`src/rtl/chacha_stream_xor_pkg.sv`:
```
// Shared types, sizes and keystream word selection for the ChaCha stream XOR front end.
package chacha_pkg;

    localparam int KS_WORDS = 16;
    localparam int WORD_W   = 32;
    localparam int BLOCK_W  = 512;

    typedef enum logic [2:0] {
        ST_IDLE      = 3'd0,
        ST_INIT      = 3'd1,
        ST_WAIT_INIT = 3'd2,
        ST_REQ       = 3'd3,
        ST_GUARD     = 3'd4,
        ST_WAIT_KS   = 3'd5,
        ST_STREAM    = 3'd6
    } chacha_state_e;

    // Word 0 is the most significant 32 bits of the block.
    function automatic logic [WORD_W-1:0] ks_word(input logic [BLOCK_W-1:0] blk,
                                                  input logic [3:0]         idx);
        ks_word = '0;
        for (int i = 0; i < KS_WORDS; i++) begin
            if (idx == i[3:0]) begin
                ks_word = blk[BLOCK_W-1-WORD_W*i -: WORD_W];
            end
        end
    endfunction

endpackage

```
`src/rtl/chacha_stream_xor_if.sv`:
```
// Valid/ready word stream in (s_*) and out (m_*) of the ChaCha stream XOR block.
interface chacha_stream_xor_if;
    import chacha_pkg::*;

    logic              s_valid;
    logic              s_ready;
    logic [WORD_W-1:0] s_data;
    logic              s_last;
    logic              m_valid;
    logic              m_ready;
    logic [WORD_W-1:0] m_data;
    logic              m_last;

    modport slave (
        input  s_valid, s_data, s_last, m_ready,
        output s_ready, m_valid, m_data, m_last
    );

    modport master (
        output s_valid, s_data, s_last, m_ready,
        input  s_ready, m_valid, m_data, m_last
    );

endinterface

```
`src/rtl/chacha_stream_xor_ks_buf.sv`:
```
// Keystream block buffer: 512-bit capture register, word index counter and word mux.
module chacha_ks_buf
    import chacha_pkg::*;
(
    input  logic               clk,
    input  logic               reset_n,
    input  logic               i_load,
    input  logic               i_adv,
    input  logic [BLOCK_W-1:0] i_block,
    output logic [3:0]         o_widx,
    output logic [WORD_W-1:0]  o_word
);

    logic [BLOCK_W-1:0] r_buf;
    logic [3:0]         r_widx;

    // Buffer contents are only read after a fresh load, so it needs no reset.
    always_ff @(posedge clk) begin
        if (i_load) begin
            r_buf <= i_block;
        end
    end

    always_ff @(posedge clk) begin
        if (!reset_n) begin
            r_widx <= 4'd0;
        end else if (i_load) begin
            r_widx <= 4'd0;
        end else if (i_adv) begin
            r_widx <= r_widx + 4'd1;
        end
    end

    assign o_widx = r_widx;
    assign o_word = ks_word(r_buf, r_widx);

endmodule

```
`src/rtl/chacha_stream_xor.sv`:
```
// ChaCha core initiator: sequences init/next, buffers each keystream block and XORs it into a word stream.
module chacha_stream_xor
    import chacha_pkg::*;
#(
    parameter logic [4:0] ROUNDS = 5'h14
)
(
    input  logic                clk,
    input  logic                reset_n,
    input  logic                start,
    input  logic [255:0]        key,
    input  logic [63:0]         iv,
    input  logic [63:0]         ctr,
    output logic                busy,
    chacha_stream_xor_if.slave  strm,
    output logic [31:0]         block_cnt,
    output logic                core_init,
    output logic                core_next,
    output logic                core_keylen,
    output logic [255:0]        core_key,
    output logic [63:0]         core_iv,
    output logic [63:0]         core_ctr,
    output logic [4:0]          core_rounds,
    output logic [511:0]        core_data_in,
    input  logic                core_ready,
    input  logic                core_data_out_valid,
    input  logic [511:0]        core_data_out
);

    localparam logic [2:0] S_IDLE      = ST_IDLE;
    localparam logic [2:0] S_INIT      = ST_INIT;
    localparam logic [2:0] S_WAIT_INIT = ST_WAIT_INIT;
    localparam logic [2:0] S_REQ       = ST_REQ;
    localparam logic [2:0] S_GUARD     = ST_GUARD;
    localparam logic [2:0] S_WAIT_KS   = ST_WAIT_KS;
    localparam logic [2:0] S_STREAM    = ST_STREAM;

    logic [2:0]        r_state;
    logic              r_guard;
    logic [31:0]       r_block_cnt;
    logic [255:0]      r_core_key;
    logic [63:0]       r_core_iv;
    logic [63:0]       r_core_ctr;
    logic              r_m_valid;
    logic              r_m_last;
    logic [WORD_W-1:0] r_m_data;

    logic              w_s_ready;
    logic              w_hs;
    logic              w_ks_load;
    logic [3:0]        w_widx;
    logic [WORD_W-1:0] w_ks_word;

    assign w_s_ready = (r_state == S_STREAM) && (!r_m_valid || strm.m_ready);
    assign w_hs      = strm.s_valid && w_s_ready;
    assign w_ks_load = (r_state == S_WAIT_KS) && core_ready && core_data_out_valid;

    chacha_ks_buf u_ks_buf (
        .clk     (clk),
        .reset_n (reset_n),
        .i_load  (w_ks_load),
        .i_adv   (w_hs),
        .i_block (core_data_out),
        .o_widx  (w_widx),
        .o_word  (w_ks_word)
    );

    always_ff @(posedge clk) begin
        if (!reset_n) begin
            r_state     <= S_IDLE;
            r_guard     <= 1'b0;
            r_block_cnt <= 32'd0;
            r_core_key  <= '0;
            r_core_iv   <= '0;
            r_core_ctr  <= '0;
        end else begin
            case (r_state)
                S_IDLE: begin
                    if (start) begin
                        r_core_key  <= key;
                        r_core_iv   <= iv;
                        r_core_ctr  <= ctr;
                        r_block_cnt <= 32'd0;
                        r_state     <= S_INIT;
                    end
                end
                S_INIT: begin
                    r_guard <= 1'b1;
                    r_state <= S_WAIT_INIT;
                end
                // The first WAIT_INIT cycle still sees the core's pre-init ready.
                S_WAIT_INIT: begin
                    if (r_guard) begin
                        r_guard <= 1'b0;
                    end else if (core_ready) begin
                        r_state <= S_REQ;
                    end
                end
                S_REQ: begin
                    r_state <= S_GUARD;
                end
                S_GUARD: begin
                    r_state <= S_WAIT_KS;
                end
                S_WAIT_KS: begin
                    if (w_ks_load) begin
                        r_block_cnt <= r_block_cnt + 32'd1;
                        r_state     <= S_STREAM;
                    end
                end
                S_STREAM: begin
                    if (w_hs) begin
                        if (strm.s_last) begin
                            r_state <= S_IDLE;
                        end else if (w_widx == 4'd15) begin
                            r_state <= S_REQ;
                        end
                    end
                end
                default: begin
                    r_state <= S_IDLE;
                end
            endcase
        end
    end

    // Output word register; keeps draining after the FSM has returned to IDLE.
    always_ff @(posedge clk) begin
        if (!reset_n) begin
            r_m_valid <= 1'b0;
            r_m_last  <= 1'b0;
            r_m_data  <= '0;
        end else if (w_hs) begin
            r_m_valid <= 1'b1;
            r_m_last  <= strm.s_last;
            r_m_data  <= strm.s_data ^ w_ks_word;
        end else if (strm.m_ready) begin
            r_m_valid <= 1'b0;
        end
    end

    assign busy         = (r_state != S_IDLE);
    assign core_init    = (r_state == S_INIT);
    assign core_next    = (r_state == S_REQ);
    assign core_keylen  = 1'b1;
    assign core_key     = r_core_key;
    assign core_iv      = r_core_iv;
    assign core_ctr     = r_core_ctr;
    assign core_rounds  = ROUNDS;
    assign core_data_in = '0;
    assign block_cnt    = r_block_cnt;

    assign strm.s_ready = w_s_ready;
    assign strm.m_valid = r_m_valid;
    assign strm.m_last  = r_m_last;
    assign strm.m_data  = r_m_data;

endmodule

```
`src/flat_wrapper.sv`:
```
// flat-port wrapper written by rule: the top's interface ports become plain ports
module chacha_stream_xor_flat import chacha_pkg::*;
#(
    parameter logic [4:0] ROUNDS = 5'h14
)
  (clk, reset_n, start, key, iv, ctr, busy, block_cnt, core_init, core_next, core_keylen, core_key, core_iv, core_ctr, core_rounds, core_data_in, core_ready, core_data_out_valid, core_data_out, strm_s_valid, strm_s_data, strm_s_last, strm_m_ready, strm_s_ready, strm_m_valid, strm_m_data, strm_m_last);
  chacha_stream_xor_if strm_i ();
  input  logic clk;
  input  logic reset_n;
  input  logic start;
  input  logic [255:0] key;
  input  logic [63:0] iv;
  input  logic [63:0] ctr;
  output logic busy;
  output logic [31:0] block_cnt;
  output logic core_init;
  output logic core_next;
  output logic core_keylen;
  output logic [255:0] core_key;
  output logic [63:0] core_iv;
  output logic [63:0] core_ctr;
  output logic [4:0] core_rounds;
  output logic [511:0] core_data_in;
  input  logic core_ready;
  input  logic core_data_out_valid;
  input  logic [511:0] core_data_out;
  input wire logic [$bits(strm_i.s_valid)-1:0] strm_s_valid;
  input wire logic [$bits(strm_i.s_data)-1:0] strm_s_data;
  input wire logic [$bits(strm_i.s_last)-1:0] strm_s_last;
  input wire logic [$bits(strm_i.m_ready)-1:0] strm_m_ready;
  output wire logic [$bits(strm_i.s_ready)-1:0] strm_s_ready;
  output wire logic [$bits(strm_i.m_valid)-1:0] strm_m_valid;
  output wire logic [$bits(strm_i.m_data)-1:0] strm_m_data;
  output wire logic [$bits(strm_i.m_last)-1:0] strm_m_last;
  assign strm_i.s_valid = strm_s_valid;
  assign strm_i.s_data = strm_s_data;
  assign strm_i.s_last = strm_s_last;
  assign strm_i.m_ready = strm_m_ready;
  assign strm_s_ready = strm_i.s_ready;
  assign strm_m_valid = strm_i.m_valid;
  assign strm_m_data = strm_i.m_data;
  assign strm_m_last = strm_i.m_last;
  chacha_stream_xor #(.ROUNDS(ROUNDS)) u_core (.clk(clk), .reset_n(reset_n), .start(start), .key(key), .iv(iv), .ctr(ctr), .busy(busy), .strm(strm_i), .block_cnt(block_cnt), .core_init(core_init), .core_next(core_next), .core_keylen(core_keylen), .core_key(core_key), .core_iv(core_iv), .core_ctr(core_ctr), .core_rounds(core_rounds), .core_data_in(core_data_in), .core_ready(core_ready), .core_data_out_valid(core_data_out_valid), .core_data_out(core_data_out));
endmodule
```
`config.mk`:
```
export PLATFORM = sky130hd
export DESIGN_NAME = chacha_stream_xor_flat
export DESIGN_NICKNAME = d
export VERILOG_FILES = /design/src/rtl/chacha_stream_xor_pkg.sv /design/src/rtl/chacha_stream_xor_if.sv /design/src/rtl/chacha_stream_xor_ks_buf.sv /design/src/rtl/chacha_stream_xor.sv /design/src/flat_wrapper.sv
export SDC_FILE = /design/constraint.sdc
export NUM_CORES = 2
export LEC_CHECK = 0
export ABC_AREA = 0
export CAP_MARGIN = 0
export CORE_AREA = 8 8 741 743
export CTS_CLUSTER_SIZE = 24
export DETAILED_ROUTE_END_ITERATION = 10
export DIE_AREA = 0 0 749 751
export PLACE_DENSITY = 0.3
export SYNTH_ARGS = -nofsm -noshare
export SYNTH_HDL_FRONTEND = slang
export SYNTH_HIERARCHICAL = 1
export SYNTH_SLANG_ARGS = --single-unit
```
`constraint.sdc`:
```
create_clock -name clk -period 15.2 [get_ports clk]
set_clock_uncertainty 0.05 [all_clocks]
set_input_delay 1.52 -clock clk [delete_from_list [all_inputs] [get_ports clk]]
set_output_delay 1.52 -clock clk [all_outputs]
set_load 0.01 [all_outputs]
```
* Word-level counts from Yosys, hierarchy flattened
Cells that the tools add are included.
** Storage, ports and cells
- Register bits :: 970
- Input port bits :: 936
** Operators by class
- Add/subtract/negate cells :: 2
- Equal/unequal tests :: 27
- Mux-type cells :: 30
- Bitwise gates (word level) :: 2
- Reduce and logical (&&, ||, !) cells :: 16
** Operator list (count)
- $mux W32 :: 18
- $pmux W32 S2 :: 1
- $add A32 B1 Y32 const B :: 1
- $eq A4 B4 Y1 const B :: 8
- $xor A32 B32 Y32 :: 1
- $mux W3 :: 7
- $pmux W3 S7 :: 1
- $eq A4 B3 Y1 const B :: 4
- $ne A2 B2 Y1 const B :: 5
- $eq A3 B3 Y1 const B :: 3
- $eq A4 B2 Y1 const B :: 2
- $eq A3 B2 Y1 const B :: 2
- $reduce_and A6 Y1 :: 1
- $reduce_bool A2 Y1 :: 3
- $add A4 B1 Y4 const B :: 1
- $eq A4 B1 Y1 const B :: 1
- $logic_and A1 B1 Y1 :: 4
- $logic_not A4 Y1 :: 1
- $eq A3 B1 Y1 const B :: 1
- $logic_not A3 Y1 :: 1
- $ne A3 B3 Y1 const B :: 1
- $reduce_and A3 Y1 :: 1
- $reduce_bool A3 Y1 :: 1
- $mux W1 :: 2
- 6 further kinds :: 6

* Longest topological paths before layout
- Depth after elaboration :: 18
- Depth in mapped cells :: 13
- Mapped depth without buffers :: 9

* Hierarchy
The synthesis kept the hierarchy.
** Modules (own cells, without submodules)
- chacha_ks_buf :: instances 1, cells each 1378, area each 20541.0 um^2, sequential area each 15454.8 um^2
- chacha_stream_xor :: instances 1, cells each 2574, area each 20334.5 um^2, sequential area each 9088.7 um^2

* Worst setup path after synthesis
OpenSTA, ideal clock, no wires.
- Path type :: input to register
- From :: in core_data_out_valid
- To :: reg u_core.r_block_cnt[22], in the netlist u_core/block_cnt[22]
- Library setup time :: 0.096 ns
- Arrival :: 5.904 ns
- Required time :: 15.054 ns
- Path slack :: 9.150 ns
- Cell stages on the path :: 6
- Path through :: nand2_1 or2_1 clkinv_1 buf_4 nand3_1 o31ai_1
** Between the ends
- Word-level cells in the longest chain between the ends :: 3
** RTL lines
- start: declaration :: line flat_wrapper.sv:25 : input logic core_data_out_valid;
- $logic_and A1 B1 Y1 :: line chacha_stream_xor.sv:56 : assign w_ks_load = (r_state == S_WAIT_KS) && core_ready && core_data_out_valid;
- named net u_core.w_ks_load :: line chacha_stream_xor.sv:50 : logic w_ks_load;
- $ne A2 B2 Y1 (no line)
- $reduce_and A3 Y1 (no line)
- end signal: assignment :: line chacha_stream_xor.sv:107 : r_block_cnt <= r_block_cnt + 32'd1;
- end: declaration :: line chacha_stream_xor.sv:40 : logic [31:0] r_block_cnt;
The timed path passes the listed nets, and every way through them passes these cells.
A chain may end at the register's enable or synchronous reset.

* Final worst setup path
- From :: in strm_m_ready
- To :: out strm_s_ready
** Between the ends
- Word-level cells in the longest chain between the ends :: 2
** RTL lines
- start: declaration :: line flat_wrapper.sv:30 : input wire logic [$bits(strm_i.m_ready)-1:0] strm_m_ready;
- $logic_or A1 B1 Y1 :: line chacha_stream_xor.sv:54 : assign w_s_ready = (r_state == S_STREAM) && (!r_m_valid || strm.m_ready);
- $logic_and A1 B1 Y1 :: line chacha_stream_xor.sv:54
- end: declaration :: line flat_wrapper.sv:31 : output wire logic [$bits(strm_i.s_ready)-1:0] strm_s_ready;
Every way passes these cells.

==> impl_metrics.py <==
metrics = {
    "yosys": {
        "netlist_area_um2": 40900,
        "netlist_top_cells_area": "edfxtp_1 38%, dfxtp_1 22%, buf_4 9.7%",
        "synth.avg_cell_area_um2": 10.3,
        "yosysSeqAreaShare_pct": 60.0,
        "synth_area_leader_cell": "edfxtp_1",
        "synth-seq-cells": 970,
        "async_flop_share_pct": 0,
        "synth-compound-area-share_pct": 14.3,
        "yosysWarnings": 6,
        "muxShareOfSynthArea_pct": 0.0735,
        "synth_top_family_by_area": "compound AO/OA/AOI/OAI gates",
        "synth-simple-area-share_pct": 11.8,
        "synthDistinctLibCells": 76,
        "synth_top_area_share_pct": 37.6,
        "synth-main-ff-cell": "edfxtp_1",
        "synthAdderAreaFrac_pct": 0.153,
        "synth_edf_count": 512,
        "synth-xor-area-share_pct": 0.921,
        "syn_inst": 3952,
    },
    "worst_setup_path": {
        "worst_path_max_delay_cell": "nor2b_1",
        "cp_num_buf_inv": 2,
        "crit_top_cell": "clkdlybuf4s50_1",
        "cp-start-kind": "input pin",
        "cp_cell_sequence": "clkdlybuf4s50_1, nor2b_1, nor3_2, clkdlybuf4s50_1",
        "crit_family": "simple AND/OR/NAND/NOR gates",
        "crit_arrival_ps": 3750,
        "end_kind": "primary output",
        "critPathMaxFanout": 3,
        "required_ps": 13630,
        "crit_type": "input pin to primary output",
        "crit_path_max_incr_delay_ps": 850,
    },
    "detailed_routing": {
        "drt_iter0_drc": 2454,
        "highest_layer": "met5",
        "met2_length_um": 154000,
        "dr_total_vias": 35500,
        "drt-total-wl_um": 316000,
        "wl_per_cell_um": 25.0,
        "remaining_drc_errors": 0,
        "drt-pass1-iter-count": 6,
        "ant_nets": 0,
        "wl_met3_um": 30000,
        "vias_per_cell": 2.81,
        "wl_met1_um": 123000,
    },
    "timing": {
        "grt_setup_unrepaired": "false",
        "holdWs_ps": 403,
        "relSlewSlack_pct": 14.7,
        "setup_viol": 0,
        "fin_crit_ps": 5320,
        "timing.final.crit_share_pct": 35.0,
        "hold_violations": 0,
        "worst_slack_ps": 9880,
        "maxSlewViolCount": 0,
        "timing.fmax_ghz": 0.188,
        "fin_tns_setup_ps": 0,
        "worst_slew_pin_slew_ps": 1280,
    },
    "power": {
        "p_sw_mw": 2.24,
        "p_clk_share_pct": 45.4,
        "ir_drop_mv": 0.0736,
        "intPower_mw": 5.51,
        "p_seq_share_pct": 38.6,
        "switching_share_pct": 28.8,
        "power_density_nw_per_um2": 117,
        "p_comb_share_pct": 16.0,
        "power_leakage_nw": 21.4,
    },
    "clock_network": {
        "clock_sinks": 970,
        "h-tree-depth": 4,
        "cts_resized": 0,
        "clockBufferDepth": 4,
        "cts_root_buf": "clkbuf_16",
        "cts_setup_buffers": 0,
        "cts_hold_buf": 0,
        "clk_pin_slew_worst_paths_ps": 50,
        "cts_buffers": 144,
        "cts_tree": "done",
        "clk_latency_ps": 850,
    },
    "placed_design": {
        "port_buffers": 1389,
        "finalWeightedCongestion": 0.901,
        "hpwl_um": 261000,
        "dpl_worst_slack_ps": 9030,
        "dpl-instance-area_um2": 61300,
    },
    "floorplanning": {
        "die_x_um": 749,
        "floorplan.rows": 270,
        "core_um2": 538000,
        "initial_core_util_pct": 7.60,
        "ios": 1908,
        "die_h_um": 751,
        "die_area_um2": 562000,
    },
    "layout": {
        "design_area_um2": 66200,
        "fillers": 61100,
        "mostFrequentLayoutCells": "1389 x clkdlybuf4s50_1, 885 x nand2_1, 518 x conb_1",
        "nNetsFinal": 6231,
        "post-route-util_pct": 12.3,
        "final_common_cell": "clkdlybuf4s50_1",
        "drive_gt1_share_pct": 6.08,
        "syn2layout_area_growth_pct": 62.0,
    },
    "grt": {
        "grt_usage_pct": 10.5,
        "grt_pass1_vias": 34600,
        "grt_pass1_wl_um": 392000,
        "antenna_found_initial": 209,
        "grt_remaining_overflow": 0,
        "grt_start_max_net_pins": 191,
    },
    "job": {
        "drv_cap": 0,
    },
    "run_status": {
        "outcome": "finished clean",
    },
    "hold_path": {
        "hp-class": "register to register",
    },
}
## Yosys cell counts (5+ instances only)
cell / instances
nand2_1: 886
buf_4: 530
edfxtp_1: 512
dfxtp_1: 458
a21oi_1: 456
buf_2: 122
nor2_1: 116
clkbuf_1: 111
o21ai_0: 108
a221oi_1: 96
o22ai_1: 80
a211oi_1: 44
nand3_1: 39
nor3_1: 38
o211ai_1: 37
xnor2_1: 35
inv_1: 32
a22oi_1: 19
a211o_1: 17
a22o_1: 15
nand4_1: 15
nor2b_1: 15
nand2b_1: 10
buf_1: 9
o221a_1: 8
o2bb2ai_1: 8
xor2_1: 8
a31oi_1: 7
o221ai_1: 7
a41oi_1: 6
o21a_1: 6
o21ai_1: 6
and2_1: 5
and3_1: 5
ha_1: 5
nand3b_1: 5
## stage by stage
| stage | power [mW] | std cells |
|---|---|---|
| 2_1_floorplan | 3.56 | 4468 |
| 3_3_place_gp | 4.31 | 12400 |
| 3_5_place_dp | 4.30 | 12400 |
| 4_1_cts | 7.94 | 12600 |
| 5_1_grt | 8.09 | 12600 |
| 6_report | 7.75 | 12700 |
## final cells by class
type / count / area, um^2 / area share, %
multi-input combinational: 2687 / 13200 / 19.9
timing repair buffer: 1451 / 14400 / 21.8
tap: 7208 / 9020 / 13.6
antenna: 45 / 113 / 0.170
clock buffer: 190 / 3950 / 5.96
inverter: 36 / 153 / 0.230
sequential: 970 / 24500 / 37.1
clock inverter: 65 / 871 / 1.31
## worst reg2reg max path, cell delays in order (launching register included)
cell and delay, ps:
dfxtp_1 420, inv_1 180, ha_2 210, buf_4 520, inv_1 590, nor2_1 350
buf_4 280, a221oi_1 120, a211oi_1 980, o221a_1 450, xnor2_1 100, a211oi_1 270
## registers in the layout, indices dropped and copies added (netlist names)
register	count
u_core/u_ks_buf/o_widx	4
u_core/strm.m_valid	1
u_core/core_iv	64
u_core/core_key	256
u_core/core_ctr	64
u_core/u_ks_buf/r_buf	512
u_core/strm.m_last	1
u_core/r_state	3
u_core/r_guard	1
u_core/strm.m_data	32
u_core/block_cnt	32
## power groups by stage
stage | combinational [mW] | sequential, mW | clock (mW)
detailed placement | 1.26 | 3.04 | 0
finish | 1.24 | 2.99 | 3.52
floorplan | 0.491 | 3.07 | 0
CTS | 1.27 | 2.99 | 3.69
global route | 1.34 | 3.00 | 3.76
global placement | 1.27 | 3.04 | 0
## worst paths after layout
kind                        startpoint  cells after the start  slack [ps]                      to
max                       strm_m_ready                      4        9880            strm_s_ready
min               u_core/core_key[203]                      2         400    u_core/core_key[203]
max reg2reg  u_core/u_ks_buf/o_widx[0]                     11       10550  u_core/strm.m_data[17]
min reg2reg       u_core/core_key[203]                      2         400    u_core/core_key[203]
## per-layer routing
layer	GRT usage, %	vias to the layer above
li1	-	15600
met1	12.1	17300
met2	18.5	1948
met3	3.85	536
met4	2.33	102
met5	0	-
## kinds of logic after synthesis
logic type / count (synthesis)
flip-flops: 970
AND/OR/NAND/NOR: 1169
XOR/XNOR: 43
AO/OA/AOI/OAI: 949
multiplexers: 3
adder cells (fa/ha/maj): 5
other: 2
buffers and inverters: 811
(Power assumes the default switching activity.)
